===== src/rtl/ex_pkg.sv =====
// Shared EX-stage definitions: ALU and M-extension op codes, MDU FSM states.
package ex_pkg;

  typedef enum logic [3:0] {
    ALU_ADD  = 4'd0,
    ALU_SUB  = 4'd1,
    ALU_SLL  = 4'd2,
    ALU_SLT  = 4'd3,
    ALU_SLTU = 4'd4,
    ALU_XOR  = 4'd5,
    ALU_SRL  = 4'd6,
    ALU_SRA  = 4'd7,
    ALU_OR   = 4'd8,
    ALU_AND  = 4'd9
  } alu_op_e;

  typedef enum logic [2:0] {
    MDU_MUL    = 3'd0,
    MDU_MULH   = 3'd1,
    MDU_MULHSU = 3'd2,
    MDU_MULHU  = 3'd3,
    MDU_DIV    = 3'd4,
    MDU_DIVU   = 3'd5,
    MDU_REM    = 3'd6,
    MDU_REMU   = 3'd7
  } mdu_op_e;

  typedef enum logic [1:0] {
    IDLE = 2'd0,
    ITER = 2'd1,
    FIX  = 2'd2,
    DONE = 2'd3
  } mdu_state_e;

  localparam logic [4:0] ITER_LAST = 5'd31;

  function automatic logic op_is_div(input mdu_op_e op);
    return op[2];
  endfunction

  function automatic logic op_a_signed(input mdu_op_e op);
    return (op == MDU_MULH) || (op == MDU_MULHSU) || (op == MDU_DIV) || (op == MDU_REM);
  endfunction

  function automatic logic op_b_signed(input mdu_op_e op);
    return (op == MDU_MULH) || (op == MDU_DIV) || (op == MDU_REM);
  endfunction

endpackage


===== src/rtl/mdu_iter.sv =====
// Radix-2 multiply/divide datapath on unsigned magnitudes; one step per step_i.
// acc_q holds the 64-bit product, or {33-bit partial remainder, quotient/dividend}.
module mdu_iter
  import ex_pkg::*;
(
  input  logic        clk,
  input  logic        rst,
  input  logic        load_i,
  input  logic        step_i,
  input  logic        is_div_i,
  input  logic [31:0] mag_a_i,
  input  logic [31:0] mag_b_i,
  output logic [63:0] prod_o,
  output logic [31:0] quot_o,
  output logic [31:0] rem_o
);

  logic [64:0] acc_q, acc_d;
  logic [31:0] opd_q, opd_d;
  logic        is_div_q, is_div_d;

  logic [32:0] mul_sum;
  logic [32:0] div_shift;
  logic [32:0] div_diff;

  always_comb begin
    acc_d     = acc_q;
    opd_d     = opd_q;
    is_div_d  = is_div_q;
    mul_sum   = {1'b0, acc_q[63:32]} + (acc_q[0] ? {1'b0, opd_q} : 33'd0);
    div_shift = {acc_q[63:32], acc_q[31]};
    div_diff  = div_shift - {1'b0, opd_q};

    if (load_i) begin
      is_div_d = is_div_i;
      // Divide keeps the dividend in the low half and the divisor in opd;
      // multiply keeps the multiplier in the low half and the multiplicand in opd.
      acc_d    = {33'd0, is_div_i ? mag_a_i : mag_b_i};
      opd_d    = is_div_i ? mag_b_i : mag_a_i;
    end else if (step_i) begin
      if (is_div_q) begin
        if (!div_diff[32]) acc_d = {div_diff, acc_q[30:0], 1'b1};
        else               acc_d = {div_shift, acc_q[30:0], 1'b0};
      end else begin
        acc_d = {1'b0, mul_sum, acc_q[31:1]};
      end
    end
  end

  always_ff @(posedge clk) begin
    if (rst) begin
      acc_q    <= '0;
      opd_q    <= '0;
      is_div_q <= 1'b0;
    end else begin
      acc_q    <= acc_d;
      opd_q    <= opd_d;
      is_div_q <= is_div_d;
    end
  end

  assign prod_o = acc_q[63:0];
  assign quot_o = acc_q[31:0];
  assign rem_o  = acc_q[63:32];

endmodule


===== src/rtl/ex_mdu_ctrl.sv =====
// EX-stage M-extension sequencer: FSM, step counter, special cases, sign fix, stall handshake.
// Normal ops take 32 ITER cycles plus FIX; divide-by-zero and signed overflow retire straight from IDLE.
module ex_mdu_ctrl
  import ex_pkg::*;
(
  input  logic        clk,
  input  logic        rst,
  input  logic        mdu_start_i,
  input  logic [2:0]  mdu_op_i,
  input  logic [31:0] op_a_i,
  input  logic [31:0] op_b_i,
  input  logic [4:0]  rd_add_i,
  input  logic        flush_i,
  output logic        stall_o,
  output logic        busy_o,
  output logic        done_o,
  output logic [31:0] result_o,
  output logic [4:0]  rd_add_o
);

  mdu_state_e  state_q, state_d;
  logic [4:0]  cnt_q, cnt_d;
  mdu_op_e     op_q;
  logic        neg_q;
  logic [31:0] result_q, result_d;
  logic [4:0]  rd_q;

  mdu_op_e     op_in;
  logic        a_neg, b_neg, neg_in;
  logic [31:0] mag_a, mag_b;
  logic        div_zero, div_ovf, special;
  logic [31:0] special_res;
  logic        capture, load, step;

  logic [63:0] prod;
  logic [31:0] quot, rem;
  logic [63:0] prod_fix;
  logic [31:0] quot_fix, rem_fix, fix_res;

  assign op_in  = mdu_op_e'(mdu_op_i);
  assign a_neg  = op_a_signed(op_in) & op_a_i[31];
  assign b_neg  = op_b_signed(op_in) & op_b_i[31];
  assign mag_a  = a_neg ? (32'd0 - op_a_i) : op_a_i;
  assign mag_b  = b_neg ? (32'd0 - op_b_i) : op_b_i;
  // Remainders follow the dividend's sign; products and quotients the XOR of both.
  assign neg_in = (op_in == MDU_REM) ? a_neg : (a_neg ^ b_neg);

  assign div_zero = op_is_div(op_in) && (op_b_i == 32'd0);
  assign div_ovf  = ((op_in == MDU_DIV) || (op_in == MDU_REM)) &&
                    (op_a_i == 32'h8000_0000) && (op_b_i == 32'hFFFF_FFFF);
  assign special  = div_zero || div_ovf;

  always_comb begin
    special_res = 32'd0;
    if (div_zero)     special_res = op_in[1] ? op_a_i : 32'hFFFF_FFFF;
    else if (div_ovf) special_res = op_in[1] ? 32'd0 : 32'h8000_0000;
  end

  assign capture = (state_q == IDLE) && mdu_start_i && !flush_i;

  mdu_iter u_iter (
    .clk      (clk),
    .rst      (rst),
    .load_i   (load),
    .step_i   (step),
    .is_div_i (op_is_div(op_in)),
    .mag_a_i  (mag_a),
    .mag_b_i  (mag_b),
    .prod_o   (prod),
    .quot_o   (quot),
    .rem_o    (rem)
  );

  assign prod_fix = neg_q ? (64'd0 - prod) : prod;
  assign quot_fix = neg_q ? (32'd0 - quot) : quot;
  assign rem_fix  = neg_q ? (32'd0 - rem)  : rem;

  always_comb begin
    fix_res = 32'd0;
    case (op_q)
      MDU_MUL:                         fix_res = prod_fix[31:0];
      MDU_MULH, MDU_MULHSU, MDU_MULHU: fix_res = prod_fix[63:32];
      MDU_DIV, MDU_DIVU:               fix_res = quot_fix;
      MDU_REM, MDU_REMU:               fix_res = rem_fix;
      default:                         fix_res = 32'd0;
    endcase
  end

  always_comb begin
    state_d  = state_q;
    cnt_d    = cnt_q;
    result_d = result_q;
    load     = 1'b0;
    step     = 1'b0;
    case (state_q)
      IDLE: begin
        if (capture) begin
          if (special) begin
            result_d = special_res;
            state_d  = DONE;
          end else begin
            load    = 1'b1;
            cnt_d   = 5'd0;
            state_d = ITER;
          end
        end
      end
      ITER: begin
        step = 1'b1;
        if (cnt_q == ITER_LAST) state_d = FIX;
        else                    cnt_d   = cnt_q + 5'd1;
      end
      FIX: begin
        result_d = fix_res;
        state_d  = DONE;
      end
      DONE:    state_d = IDLE;
      default: state_d = IDLE;
    endcase
    // A flushed op must leave no trace in the result or the datapath.
    if (flush_i) begin
      state_d  = IDLE;
      cnt_d    = 5'd0;
      result_d = result_q;
      load     = 1'b0;
      step     = 1'b0;
    end
  end

  always_ff @(posedge clk) begin
    if (rst) begin
      state_q  <= IDLE;
      cnt_q    <= 5'd0;
      result_q <= 32'd0;
      rd_q     <= 5'd0;
      op_q     <= MDU_MUL;
      neg_q    <= 1'b0;
    end else begin
      state_q  <= state_d;
      cnt_q    <= cnt_d;
      result_q <= result_d;
      if (capture) begin
        op_q  <= op_in;
        neg_q <= neg_in;
        rd_q  <= rd_add_i;
      end
    end
  end

  // DONE does not stall, so the pipeline moves on the same edge that retires the result.
  assign stall_o  = capture || (state_q == ITER) || (state_q == FIX);
  assign busy_o   = (state_q != IDLE);
  assign done_o   = (state_q == DONE) && !flush_i;
  assign result_o = result_q;
  assign rd_add_o = rd_q;

endmodule


===== config.mk =====
export PLATFORM = sky130hd
export DESIGN_NAME = ex_mdu_ctrl
export DESIGN_NICKNAME = d
export VERILOG_FILES = /design/src/rtl/ex_pkg.sv /design/src/rtl/mdu_iter.sv /design/src/rtl/ex_mdu_ctrl.sv
export SDC_FILE = /design/constraint.sdc
export NUM_CORES = 1
export LEC_CHECK = 0
export CAP_MARGIN = 20
export CELL_PAD_IN_SITES_DETAIL_PLACEMENT = 1
export CELL_PAD_IN_SITES_GLOBAL_PLACEMENT = 1
export CORE_MARGIN = 10
export CORE_UTILIZATION = 49
export CTS_CLUSTER_SIZE = 30
export DETAILED_ROUTE_END_ITERATION = 10
export PLACE_DENSITY_LB_ADDON = 0.1
export SLEW_MARGIN = 20
export SYNTH_ARGS = -nofsm -noshare
export SYNTH_HDL_FRONTEND = slang
export SYNTH_HIERARCHICAL = 1
export SYNTH_SLANG_ARGS = --single-unit

===== constraint.sdc =====
create_clock -name clk -period 5 [get_ports clk]
set_input_delay 0.5 -clock clk [delete_from_list [all_inputs] [get_ports clk]]
set_output_delay 0.5 -clock clk [all_outputs]
set_load 0.01 [all_outputs]

==> flow_summary.yaml <==
layout:
  final_cells: 2852
  final_nets: 2532
  num-fill-cells: 4469
  syn_to_final_growth_pct: 11.2
  fin_area_mm2: 0.0194
  layout-drive-gt1-share_pct: 7.49
run_status:
  status: "finished, final reports clean"
synthesis:
  syn_inst: 2377
  syn_avg_cell_area_um2: 7.33
  ys.flop_type: "dfxtp_1"
  syn_area_mm2: 0.0174
  synth-seq-cells: 145
  async_flop_share_pct: 0
  yosysWarningCount: 6
  synth_cell_type_count: 88
  syn_nets: 2531
  synth-seq-area-share_pct: 16.7
  synth_edf_count: 0
sta:
  fmax_mhz: 230
  fin_crit_ns: 4.36
  slew_violations: 0
  timing.setup.tns_ns: 0
  rsz0062_at_grt: "no"
  finalCritPeriodShare_pct: 87.1
  skew_ns: 0.0140
  worst_slew_pin_slew_ns: 1.10
  hold_viol_final: 0
  relSlewSlack_pct: 26.5
  setup_violations: 0
worst_setup_path:
  reg2reg_to: "u_iter/acc_q[56]"
  slowest_stage: "dfxtp_1"
  slowest_delay_ns: 0.78
  reg2regPathDepth: 10
  worstPathArrival_ns: 4.67
  cp-startpoint: "u_iter/acc_q[52]"
  crit_path_end: "u_iter/acc_q[56]"
  worstSetupPathType: "reg -> reg"
  r2r-start: "u_iter/acc_q[52]"
  end_kind: "flop"
  reg2reg_slack_ns: 0.64
  crit_fanout: 15
  crit_chain: "ha_1 > a21oi_1 > a21boi_0 > o2bb2ai_1 > a41o_4 > mux2i_4 > nand2_1 > buf_4 > a211oi_1 > o31ai_1"
  critical_path_required_ns: 5.31
  cp-start-kind: "flop"
pwr:
  p_int_mw: 2.65
  combinationalPowerShare_pct: 38.7
  share_seq_of_total_power_pct: 29.0
  switching_share_pct: 40.3
  pwr-share-clk_pct: 32.4
  switchingPower_mw: 1.79
  peakVddDrop_v: 0.000245
  power.total_mw: 4.45
  power_leakage_nw: 7.45
  powerDensity_mw_per_mm2: 230
clocking:
  ctsHtreeMaxLevel: 4
  clock-sinks: 145
  cts_hold_buf: 0
  cts.path.max_buffers: 2
  cts_made_buffers: 17
  cts_tree: "done"
  clockRootBuffer: "clkbuf_16"
  cts_resized: 0
  post_cts_buffers: 0
  clk_pin_slew_ns: 0.07
  worstSkewPairLatency_ns: 0.46
floorplan:
  core_mm2: 0.0353
  die_w_um: 209
  std_cell_rows: 69
  die_area_mm2: 0.0435
  ios: 116
  start_util_pct: 49.4
  die_y_um: 209
routing:
  viasPerCell: 7.19
  drc_errors: 0
  drtPass1Iterations: 6
  wl_mm: 85.8
  wire_per_inst_um: 30.1
  vias: 20500
  drtIter0Drc: 2709
  ant_nets: 0
grt:
  antenna_found_initial: 3
  grt.overflow.total: 0
  grt_max_degree: 110
  grt_use_total_pct: 37.5
  grt_pass1_wl_mm: 128
  grt_pass1_vias: 19700
placed_design:
  placed_area_mm2: 0.0188
  dp_hpwl_mm: 64.7
  io_buffer_count: 115
  place_congestion: 1.06
  dpl.cell_count: 2820
hold_path:
  holdCritPathClass: "reg -> reg"
run:
  cap_viol_max_count: 0
worst min path at each step:
stage,startpoint,end,slack [ns],cells after the start
6_report,rd_add_o[0],rd_add_o[0],0.48,2
5_1_grt,rd_add_o[0],rd_add_o[0],0.50,2
4_1_cts,result_o[4],result_o[4],0.48,2
3_5_place_dp,rd_add_o[3],rd_add_o[3],0.46,2
3_3_place_gp,rd_add_o[2],rd_add_o[2],0.44,2
2_1_floorplan,cnt_q[4],cnt_q[4],0.44,2
power by group through the flow:
| stage | registers (mW) | clock network (mW) | logic (mW) |
|---|---|---|---|
| 2_1_floorplan | 1.29 | 0 | 1.05 |
| 4_1_cts | 1.28 | 1.45 | 1.64 |
| 3_5_place_dp | 1.31 | 0 | 1.62 |
| 6_report | 1.29 | 1.44 | 1.72 |
| 5_1_grt | 1.29 | 1.48 | 1.79 |
| 3_3_place_gp | 1.31 | 0 | 1.59 |
logic make-up (layout without fill, tap and decap cells):
family	after synthesis	in the layout	synth area share [%]
adder cells (fa/ha/maj)	78	78	5.69
other	0	1	0
AO/OA/AOI/OAI	748	748	29.3
AND/OR/NAND/NOR	790	790	22.9
flip-flops	145	145	16.7
XOR/XNOR	196	196	9.85
multiplexers	135	135	7.92
buffers and inverters	285	298	7.70
cell usage in the layout, fill, tap and decap left out, types with 29 or more instances in the layout:
cell type          n
or3_1             48
ha_1              76
and2_1            40
o31ai_1           49
o41ai_1           35
inv_1             61
buf_4             89
clkdlybuf4s50_1  113
nor2_1           229
mux2i_1          124
xnor2_1           92
nand3_1           43
a211oi_1         130
nor3_1            68
a31oi_1           35
nand2_1          140
a21oi_1          150
nand4_1           29
xor2_1           104
o21ai_0          134
nand2b_1          34
dfxtp_1          143
nor4_1            35
a21o_1            37
critical path, delay by kind of cell (launching register included):
kind / cells / cell delay (ns)
AND/OR/NAND/NOR: 1 / 0.54
adder cells (fa/ha/maj): 1 / 0.43
AO/OA/AOI/OAI: 6 / 1.59
multiplexers: 1 / 0.49
flip-flops: 1 / 0.78
buffers and inverters: 1 / 0.36
synthesized netlist by cell type (25+ instances only):
cell type,instances,area share (%)
o41ai_1,35,1.8
ha_1,76,5.5
nand4_1,29,1.0
a21oi_1,151,4.3
nor4_1,36,1.3
or4_1,25,1.1
buf_4,65,2.8
nor3_1,69,2.0
a21o_1,37,1.6
inv_1,61,1.3
nand3_1,43,1.2
or3_1,48,1.7
nand2b_1,34,1.2
clkbuf_1,132,2.8
dfxtp_1,145,17
mux2i_1,124,7.1
xor2_1,104,5.2
a211oi_1,130,5.6
a31oi_1,35,1.3
xnor2_1,92,4.6
o21ai_0,134,3.8
nor2_1,230,5.0
nand2_1,140,3.0
o31ai_1,49,2.1
and2_1,40,1.4
layer usage:
| metal | global-route usage (%) | vias up | share of wire (%) |
|---|---|---|---|
| met4 | 15.2 | 4 | 4.4 |
| li1 | - | 8815 | - |
| met5 | 0 | - | 0.036 |
| met1 | 51.5 | 10100 | 42 |
| met2 | 54.5 | 1369 | 41 |
| met3 | 9.83 | 254 | 12 |
stage by stage:
step                hold slack [ns]  setup slack [ns]  util (%)
finish                        0.478             0.643      54.9
floorplan                     0.442              1.85         -
detailed placement            0.462             0.738      53.1
global route                  0.504             0.546      54.9
CTS                           0.481             0.858      54.9
global placement              0.441             0.810      53.1
flip-flops by register name (all words and copies together), names as in the netlist, 2 cells and up:
name and cells:
u_iter/acc_q 64, rd_add_o 5, state_q 2, result_o 32, cnt_q 5, op_q 3
u_iter/opd_q 32
cell type report:
type	count	area (um2)	share of cell area (%)
inverter	64	240	1.24
multi-input combinational	1947	13200	68.1
sequential	145	2910	15.0
timing repair buffer	203	1820	9.38
antenna	1	2.50	0.0129
tap	461	577	2.98
clock inverter	10	158	0.813
clock buffer	21	470	2.43
Note: power is estimated with default switching activity, not from simulation.
